==> config.mk <==
export PLATFORM = sky130hd
export DESIGN_NAME = dmem_lsu
export DESIGN_NICKNAME = d
export VERILOG_FILES = /design/src/rtl/dmem_lsu_pkg.sv /design/src/rtl/dmem_lsu_align.sv /design/src/rtl/dmem_lsu.sv
export SDC_FILE = /design/constraint.sdc
export NUM_CORES = 1
export LEC_CHECK = 0
export CAP_MARGIN = 20
export CELL_PAD_IN_SITES_DETAIL_PLACEMENT = 0
export CELL_PAD_IN_SITES_GLOBAL_PLACEMENT = 1
export CORE_UTILIZATION = 41
export DETAILED_ROUTE_END_ITERATION = 7
export GPL_ROUTABILITY_DRIVEN = 0
export HOLD_SLACK_MARGIN = 0.03
export PLACE_DENSITY_LB_ADDON = 0.1
export SYNTH_ARGS = -nofsm -noshare
export SYNTH_HDL_FRONTEND = slang
export SYNTH_SLANG_ARGS = --single-unit
==> constraint.sdc <==
create_clock -name clk -period 3.6 [get_ports clk]
set_clock_uncertainty 0.15 [all_clocks]
set_input_delay 0.54 -clock clk [delete_from_list [all_inputs] [get_ports clk]]
set_output_delay 0.54 -clock clk [all_outputs]
set_load 0.05 [all_outputs]
==> src/rtl/dmem_lsu_pkg.sv <==
`default_nettype none
// ============================================================================
// Module  : dmem_lsu_pkg
// Purpose : Shared access-size codes, LSU state encoding and the
//           word-boundary crossing test used by the data-memory load/store
//           unit.
// Contents: DMEM_EXT_* size codes, lsu_state_e, crosses_word().
// Revision: 1.0 - initial release
// ============================================================================
package dmem_lsu_pkg;

  // Access size codes: number of bytes is 1 << code
  localparam logic [1:0] DMEM_EXT_BYTE  = 2'd0;
  localparam logic [1:0] DMEM_EXT_HALF  = 2'd1;
  localparam logic [1:0] DMEM_EXT_WORD  = 2'd2;
  localparam logic [1:0] DMEM_EXT_DWORD = 2'd3;

  typedef enum logic [2:0] {
    LSU_IDLE  = 3'd0,
    LSU_ACC0  = 3'd1,
    LSU_WAIT0 = 3'd2,
    LSU_ACC1  = 3'd3,
    LSU_WAIT1 = 3'd4,
    LSU_ERR   = 3'd5,
    LSU_RESP  = 3'd6
  } lsu_state_e;

  // True when an access of the given size starting at byte offset 'off'
  // runs past the end of a BYTES-wide memory word.
  function automatic logic crosses_word(input logic [31:0] off,
                                        input logic [1:0]  size,
                                        input int unsigned bytes);
    return (off + (32'd1 << size)) > bytes;
  endfunction

endpackage
`default_nettype wire

==> src/rtl/dmem_lsu_align.sv <==
`default_nettype none
// ============================================================================
// Module  : lsu_align
// Purpose : Combinational lane logic for the load/store unit. Builds the
//           byte enables and write-data lanes for both beats of an access
//           and merges/extends load data from up to two memory words.
// Ports   : size, unsign, off      - latched access attributes
//           wdata                  - LSB-aligned store data
//           rdata0, rdata1         - captured read words for beat 0 / beat 1
//           be0, be1               - byte enables for beat 0 / beat 1
//           wdata0, wdata1         - lane-shifted store data per beat
//           rdata                  - aligned, extended load result
// Revision: 1.0 - initial release
// ============================================================================
module lsu_align #(
  parameter int XLEN = 32
) (
  input  logic [1:0]                  size,
  input  logic                        unsign,
  input  logic [$clog2(XLEN/8)-1:0]   off,
  input  logic [XLEN-1:0]             wdata,
  input  logic [XLEN-1:0]             rdata0,
  input  logic [XLEN-1:0]             rdata1,
  output logic [XLEN/8-1:0]           be0,
  output logic [XLEN/8-1:0]           be1,
  output logic [XLEN-1:0]             wdata0,
  output logic [XLEN-1:0]             wdata1,
  output logic [XLEN-1:0]             rdata
);

  localparam int BYTES = XLEN / 8;

  logic [2*BYTES-1:0] len_mask;
  logic [2*BYTES-1:0] be_wide;
  logic [2*XLEN-1:0]  wd_wide;
  logic [XLEN-1:0]    raw;
  logic [XLEN-1:0]    keep_mask;
  logic               sign;

  always_comb begin
    len_mask = '0;
    for (int i = 0; i < 2*BYTES; i++) begin
      if (i < (1 << size)) len_mask[i] = 1'b1;
    end

    // Mask spans two words so the bits pushed past BYTES become beat 1
    be_wide = len_mask << off;
    be0     = be_wide[BYTES-1:0];
    be1     = be_wide[2*BYTES-1:BYTES];

    // Upper half of the double-width shift is exactly wdata >> 8*(BYTES-off)
    wd_wide = {{XLEN{1'b0}}, wdata} << {off, 3'b000};
    wdata0  = wd_wide[XLEN-1:0];
    wdata1  = wd_wide[2*XLEN-1:XLEN];

    raw = XLEN'({rdata1, rdata0} >> {off, 3'b000});

    keep_mask = '0;
    for (int i = 0; i < XLEN; i++) begin
      keep_mask[i] = len_mask[i/8];
    end

    case (size)
      2'd0:    sign = raw[7];
      2'd1:    sign = raw[15];
      2'd2:    sign = raw[31];
      default: sign = raw[XLEN-1];
    endcase

    rdata = (raw & keep_mask) | ((sign && !unsign) ? ~keep_mask : '0);
  end

endmodule
`default_nettype wire

==> src/rtl/dmem_lsu.sv <==
`default_nettype none
// ============================================================================
// Module  : dmem_lsu
// Purpose : Registered, handshaked load/store unit between the core and a
//           synchronous byte-enabled data memory. One request at a time,
//           one response pulse per request; word-crossing accesses are
//           split into two beats or reported as errors.
// Ports   : clk, rst (async, active-low)
//           req_*  - request handshake and attributes from the core
//           rsp_*  - one-cycle response pulse, load data, error flag
//           mem_*  - memory request/grant, word index, byte enables, data
// Revision: 1.0 - initial release
// ============================================================================
module dmem_lsu
  import dmem_lsu_pkg::*;
#(
  parameter int XLEN           = 32,
  parameter int AWIDTH         = 16,
  parameter bit MISALIGN_SPLIT = 1'b1
) (
  input  logic                               clk,
  input  logic                               rst,
  input  logic                               req_valid,
  output logic                               req_ready,
  input  logic                               req_we,
  input  logic [1:0]                         req_size,
  input  logic                               req_unsign,
  input  logic [AWIDTH-1:0]                  req_addr,
  input  logic [XLEN-1:0]                    req_wdata,
  output logic                               rsp_valid,
  output logic [XLEN-1:0]                    rsp_rdata,
  output logic                               rsp_err,
  output logic                               mem_req,
  input  logic                               mem_gnt,
  output logic [AWIDTH-$clog2(XLEN/8)-1:0]   mem_addr,
  output logic [XLEN/8-1:0]                  mem_be,
  output logic [XLEN-1:0]                    mem_wdata,
  input  logic [XLEN-1:0]                    mem_rdata
);

  localparam int BYTES  = XLEN / 8;
  localparam int BSH    = $clog2(BYTES);
  localparam int IWIDTH = AWIDTH - BSH;

  lsu_state_e        state;
  logic              ready;
  logic              we_q;
  logic [1:0]        size_q;
  logic              unsign_q;
  logic [AWIDTH-1:0] addr_q;
  logic [XLEN-1:0]   wdata_q;
  logic              split_q;
  logic [XLEN-1:0]   rdata0_q;
  logic [XLEN-1:0]   rdata1_q;

  logic              illegal_in;
  logic              cross_in;
  logic [IWIDTH-1:0] idx;
  logic [IWIDTH-1:0] idx_next;
  logic [BYTES-1:0]  be0, be1;
  logic [XLEN-1:0]   wdata0, wdata1, merged;

  assign illegal_in = (XLEN == 32) && (req_size == DMEM_EXT_DWORD);
  assign cross_in   = crosses_word(32'(req_addr[BSH-1:0]), req_size, BYTES);

  always_ff @(posedge clk or negedge rst) begin
    if (!rst) begin
      state    <= LSU_IDLE;
      ready    <= 1'b0;
      we_q     <= 1'b0;
      size_q   <= '0;
      unsign_q <= 1'b0;
      addr_q   <= '0;
      wdata_q  <= '0;
      split_q  <= 1'b0;
      rdata0_q <= '0;
      rdata1_q <= '0;
    end else begin
      // ready is registered so it reads 0 throughout reset and only rises
      // on the edge that lands the FSM in IDLE
      ready <= 1'b0;
      case (state)
        LSU_IDLE: begin
          if (req_valid && ready) begin
            we_q     <= req_we;
            size_q   <= req_size;
            unsign_q <= req_unsign;
            addr_q   <= req_addr;
            wdata_q  <= req_wdata;
            rdata0_q <= '0;
            // Single-beat loads merge against zero in the upper word
            rdata1_q <= '0;
            split_q  <= cross_in;
            if (illegal_in || (cross_in && !MISALIGN_SPLIT)) state <= LSU_ERR;
            else                                             state <= LSU_ACC0;
          end else begin
            ready <= 1'b1;
          end
        end
        LSU_ACC0: begin
          if (mem_gnt) begin
            if (!we_q)       state <= LSU_WAIT0;
            else if (split_q) state <= LSU_ACC1;
            else             state <= LSU_RESP;
          end
        end
        LSU_WAIT0: begin
          rdata0_q <= mem_rdata;
          state    <= split_q ? LSU_ACC1 : LSU_RESP;
        end
        LSU_ACC1: begin
          if (mem_gnt) state <= we_q ? LSU_RESP : LSU_WAIT1;
        end
        LSU_WAIT1: begin
          rdata1_q <= mem_rdata;
          state    <= LSU_RESP;
        end
        LSU_ERR, LSU_RESP: begin
          ready <= 1'b1;
          state <= LSU_IDLE;
        end
        default: state <= LSU_IDLE;
      endcase
    end
  end

  lsu_align #(.XLEN(XLEN)) u_align (
    .size   (size_q),
    .unsign (unsign_q),
    .off    (addr_q[BSH-1:0]),
    .wdata  (wdata_q),
    .rdata0 (rdata0_q),
    .rdata1 (rdata1_q),
    .be0    (be0),
    .be1    (be1),
    .wdata0 (wdata0),
    .wdata1 (wdata1),
    .rdata  (merged)
  );

  assign idx      = addr_q[AWIDTH-1:BSH];
  // Natural wrap of the index width sends the top word's successor to 0
  assign idx_next = idx + {{(IWIDTH-1){1'b0}}, 1'b1};

  assign req_ready = ready;
  assign mem_req   = (state == LSU_ACC0) || (state == LSU_ACC1);
  assign mem_addr  = (state == LSU_ACC0) ? idx :
                     (state == LSU_ACC1) ? idx_next : '0;
  assign mem_be    = (we_q && state == LSU_ACC0) ? be0 :
                     (we_q && state == LSU_ACC1) ? be1 : '0;
  assign mem_wdata = (we_q && state == LSU_ACC0) ? wdata0 :
                     (we_q && state == LSU_ACC1) ? wdata1 : '0;
  assign rsp_valid = (state == LSU_RESP) || (state == LSU_ERR);
  assign rsp_err   = (state == LSU_ERR);
  assign rsp_rdata = (state == LSU_RESP && !we_q) ? merged : '0;

endmodule
`default_nettype wire

==> flow_summary.yaml <==
synth:
  synth.most_common_cell: "nand2_1"
  yosysTopAreaCell: "dfrtp_1"
  synth_area_leaders: "dfrtp_1 (40%), mux4_2 (9.6%), nand2_1 (8.3%)"
  yosys_register_bits: 113
  yosysSeqAreaShare: 0.404
  synth_area_um2: 7010
  yosys_most_used_dff: "dfrtp_1"
  yosysWarnings: 0
  synth_top_area_share: 0.404
  synth_edf_count: 0
  async_reset_ff_frac: 1.00
  synth_common_cells: "nand2_1 (154), dfrtp_1 (113), o21ai_0 (90), nor2_1 (37)"
  ys_types: 57
  syn_nets: 809
  avgSynthCellArea_um2: 9.76
  syn_inst: 718
flow_run:
  maxCapViolCount: 0
drt:
  vias: 6067
  drc: 0
  initialDrtViolationCount: 362
  wl_mm: 19.9
  ant_nets: 0
  dr.pass1.iters: 5
  vias_per_cell: 5.49
  wl_per_cell_um: 18.0
worst_setup_path:
  r2r_slack_ns: 1.31
  end_kind: "primary output"
  arrival_ns: 2.71
  crit_slowest_cell: "dfrtp_2"
  path_buf_inv: 1
  reg2reg_depth: 4
  r2r-end: "addr_q[12]$_DFFE_PN0P_"
  max_stage_delay_ns: 0.69
  cp-start-kind: "flip-flop"
  required_ns: 2.91
  r2r-start: "state[1]$_DFFE_PN0P_"
  crit_fanout: 26
  crit_family: "compound AO/OA/AOI/OAI gates"
  cp_cell_sequence: "mux4_2 -> o2111ai_4 -> o21ai_0 -> buf_12"
  crit_type: "reg2out"
sta:
  fmax_mhz: 294
  rsz0062_at_grt: "false"
  drv_slew: 0
  setup-tns-final_ns: 0
  hold_violations: 0
  setup_viol: 0
  finalCritPeriodShare: 0.946
  period_minus_slack_ns: 3.40
  worst_slew_pin_slew_ns: 1.05
  relSlewSlack: 0.299
floorplan:
  dieArea_um2: 17600
  die_h_um: 133
  start_util: 0.421
  die_w_um: 133
  io_pins: 174
  rows: 47
  core_area_um2: 16600
cts:
  cts_buffers: 17
  postCtsSetupBuffers: 0
  cts-hold-fix-buffers: 0
  cts_resized: 0
  clk_pin_slew_ns: 0.05
  root_buffer: "clkbuf_16"
  clock_sinks: 113
  htree_levels: 4
  cts_tree: "built"
  clockBufferDepth: 2
  clkLatencyLatePin_ns: 0.40
power:
  p_leak_nw: 4.11
  irDropWorstVdd_mv: 0.422
  power_density_nw_per_um2: 869
final_layout:
  fill_cells: 1390
  syn2layout_area_growth_pct: 40.8
  drive_above_1_share: 0.198
  seq_area_um2: 2830
  multiInputGateArea_um2: 3750
  fin_nets: 963
  final_area_um2: 9860
place:
  postPlaceCellArea_um2: 9190
  place_hpwl_mm: 13.7
  port_buffers: 173
global_routing:
  grt_pass1_wl_mm: 32.7
  grt_pass1_vias: 6338
  grt_max_degree: 69
  antenna_found_initial: 1
  overflow: 0
  grtUsageTotal: 0.237
worst_hold_path:
  hold_class: "in2async"
outcome:
  outcome: "complete, no violations"
## metrics by stage
stage          worst slack (ns)  hold slack (ns)  utilization  power [mW]  std cells
2_1_floorplan             0.689           0.0944            -        5.47        718
3_3_place_gp              0.687            0.343        0.552        6.58       1073
3_5_place_dp              0.630            0.356        0.552        6.68       1073
4_1_cts                   0.189           0.0373        0.593        8.61       1105
5_1_grt                  0.0334           0.0689        0.593        9.13       1106
6_report                  0.195           0.0203        0.593        8.57       1106
## worst register-to-register path: cells and delay by family (launching register included)
kind                   cells  cell delay, ns
and+or+nand+nor            1            0.36
buffers and inverters      2            0.74
DFF                        1            0.54
muxes                      1            0.39
## cells in the final DEF, fill, tap and decap left out, types with 3 or more instances in the layout
| master | count |
|---|---|
| nand2_1 | 154 |
| clkdlybuf4s50_1 | 112 |
| dfrtp_1 | 111 |
| o21ai_0 | 90 |
| buf_12 | 43 |
| nor2_1 | 37 |
| buf_4 | 34 |
| mux4_2 | 30 |
| mux2_1 | 30 |
| mux2i_1 | 27 |
| inv_1 | 26 |
| mux2_2 | 18 |
| clkbuf_16 | 17 |
| a22o_1 | 16 |
| a21oi_1 | 10 |
| and3_1 | 9 |
| o2bb2ai_1 | 9 |
| nor2b_1 | 8 |
| o22ai_1 | 8 |
| xnor2_1 | 8 |
| nand3_1 | 6 |
| nor3_1 | 6 |
| nand4_1 | 5 |
| bufinv_16 | 5 |
| clkbuf_8 | 5 |
| o21ai_1 | 4 |
| nand2b_1 | 4 |
| xor2_1 | 4 |
| and2b_1 | 3 |
| and2_1 | 3 |
## area by class of cell
class / count / area share
tap: 220 / 0.0279
multi-input combinational: 525 / 0.380
clock inverter: 9 / 0.0178
timing repair buffer: 189 / 0.227
antenna: 1 / 0.000254
sequential: 113 / 0.287
clock buffer: 23 / 0.0505
inverter: 26 / 0.00989
## worst max-delay path by stage
stage	startpoint	endpoint	slack [ns]	depth (start not counted)
after global placement	addr_q[1]$_DFFE_PN0P_	rsp_rdata[31]	0.69	4
final	addr_q[1]$_DFFE_PN0P_	rsp_rdata[16]	0.20	4
after floorplan	state[1]$_DFFE_PN0P_	mem_be[3]	0.69	3
after detailed placement	addr_q[1]$_DFFE_PN0P_	rsp_rdata[16]	0.63	4
after CTS	addr_q[1]$_DFFE_PN0P_	rsp_rdata[16]	0.19	4
after global routing	state[1]$_DFFE_PN0P_	mem_addr[12]	0.03	5
## logic make-up (layout without fill, tap and decap cells)
family / after synthesis / after routing / share of synthesized area
flip-flops: 113 / 113 / 0.404
multiplexers: 105 / 105 / 0.212
other: 0 / 1 / 0
AND/OR/NAND/NOR: 255 / 255 / 0.169
buffers and inverters: 80 / 247 / 0.0625
AO/OA/AOI/OAI: 150 / 150 / 0.131
XOR/XNOR: 12 / 12 / 0.0150
adder cells (fa/ha/maj): 3 / 3 / 0.00643
## registers in the layout (all words and copies together), names as in the netlist
signal and flops:
addr_q 16, rdata0_q 32, rdata1_q 24, req_ready 1, size_q 2, split_q 1
state 3, unsign_q 1, wdata_q 32, we_q 1
## per-layer routing
| metal | GRT usage | vias to the layer above | wire, µm |
|---|---|---|---|
| li1 | - | 2835 | - |
| met1 | 0.307 | 2961 | 8810 |
| met2 | 0.382 | 236 | 9400 |
| met3 | 0.0548 | 35 | 1230 |
| met4 | 0.100 | 0 | 487 |
| met5 | 0 | - | 0 |
## report_power, final
part | switching [mW] | internal [mW]
clock network | 0.583 | 1.32
registers | 0.755 | 1.88
logic | 2.19 | 1.84
Power figures use the tool's default switching activity.
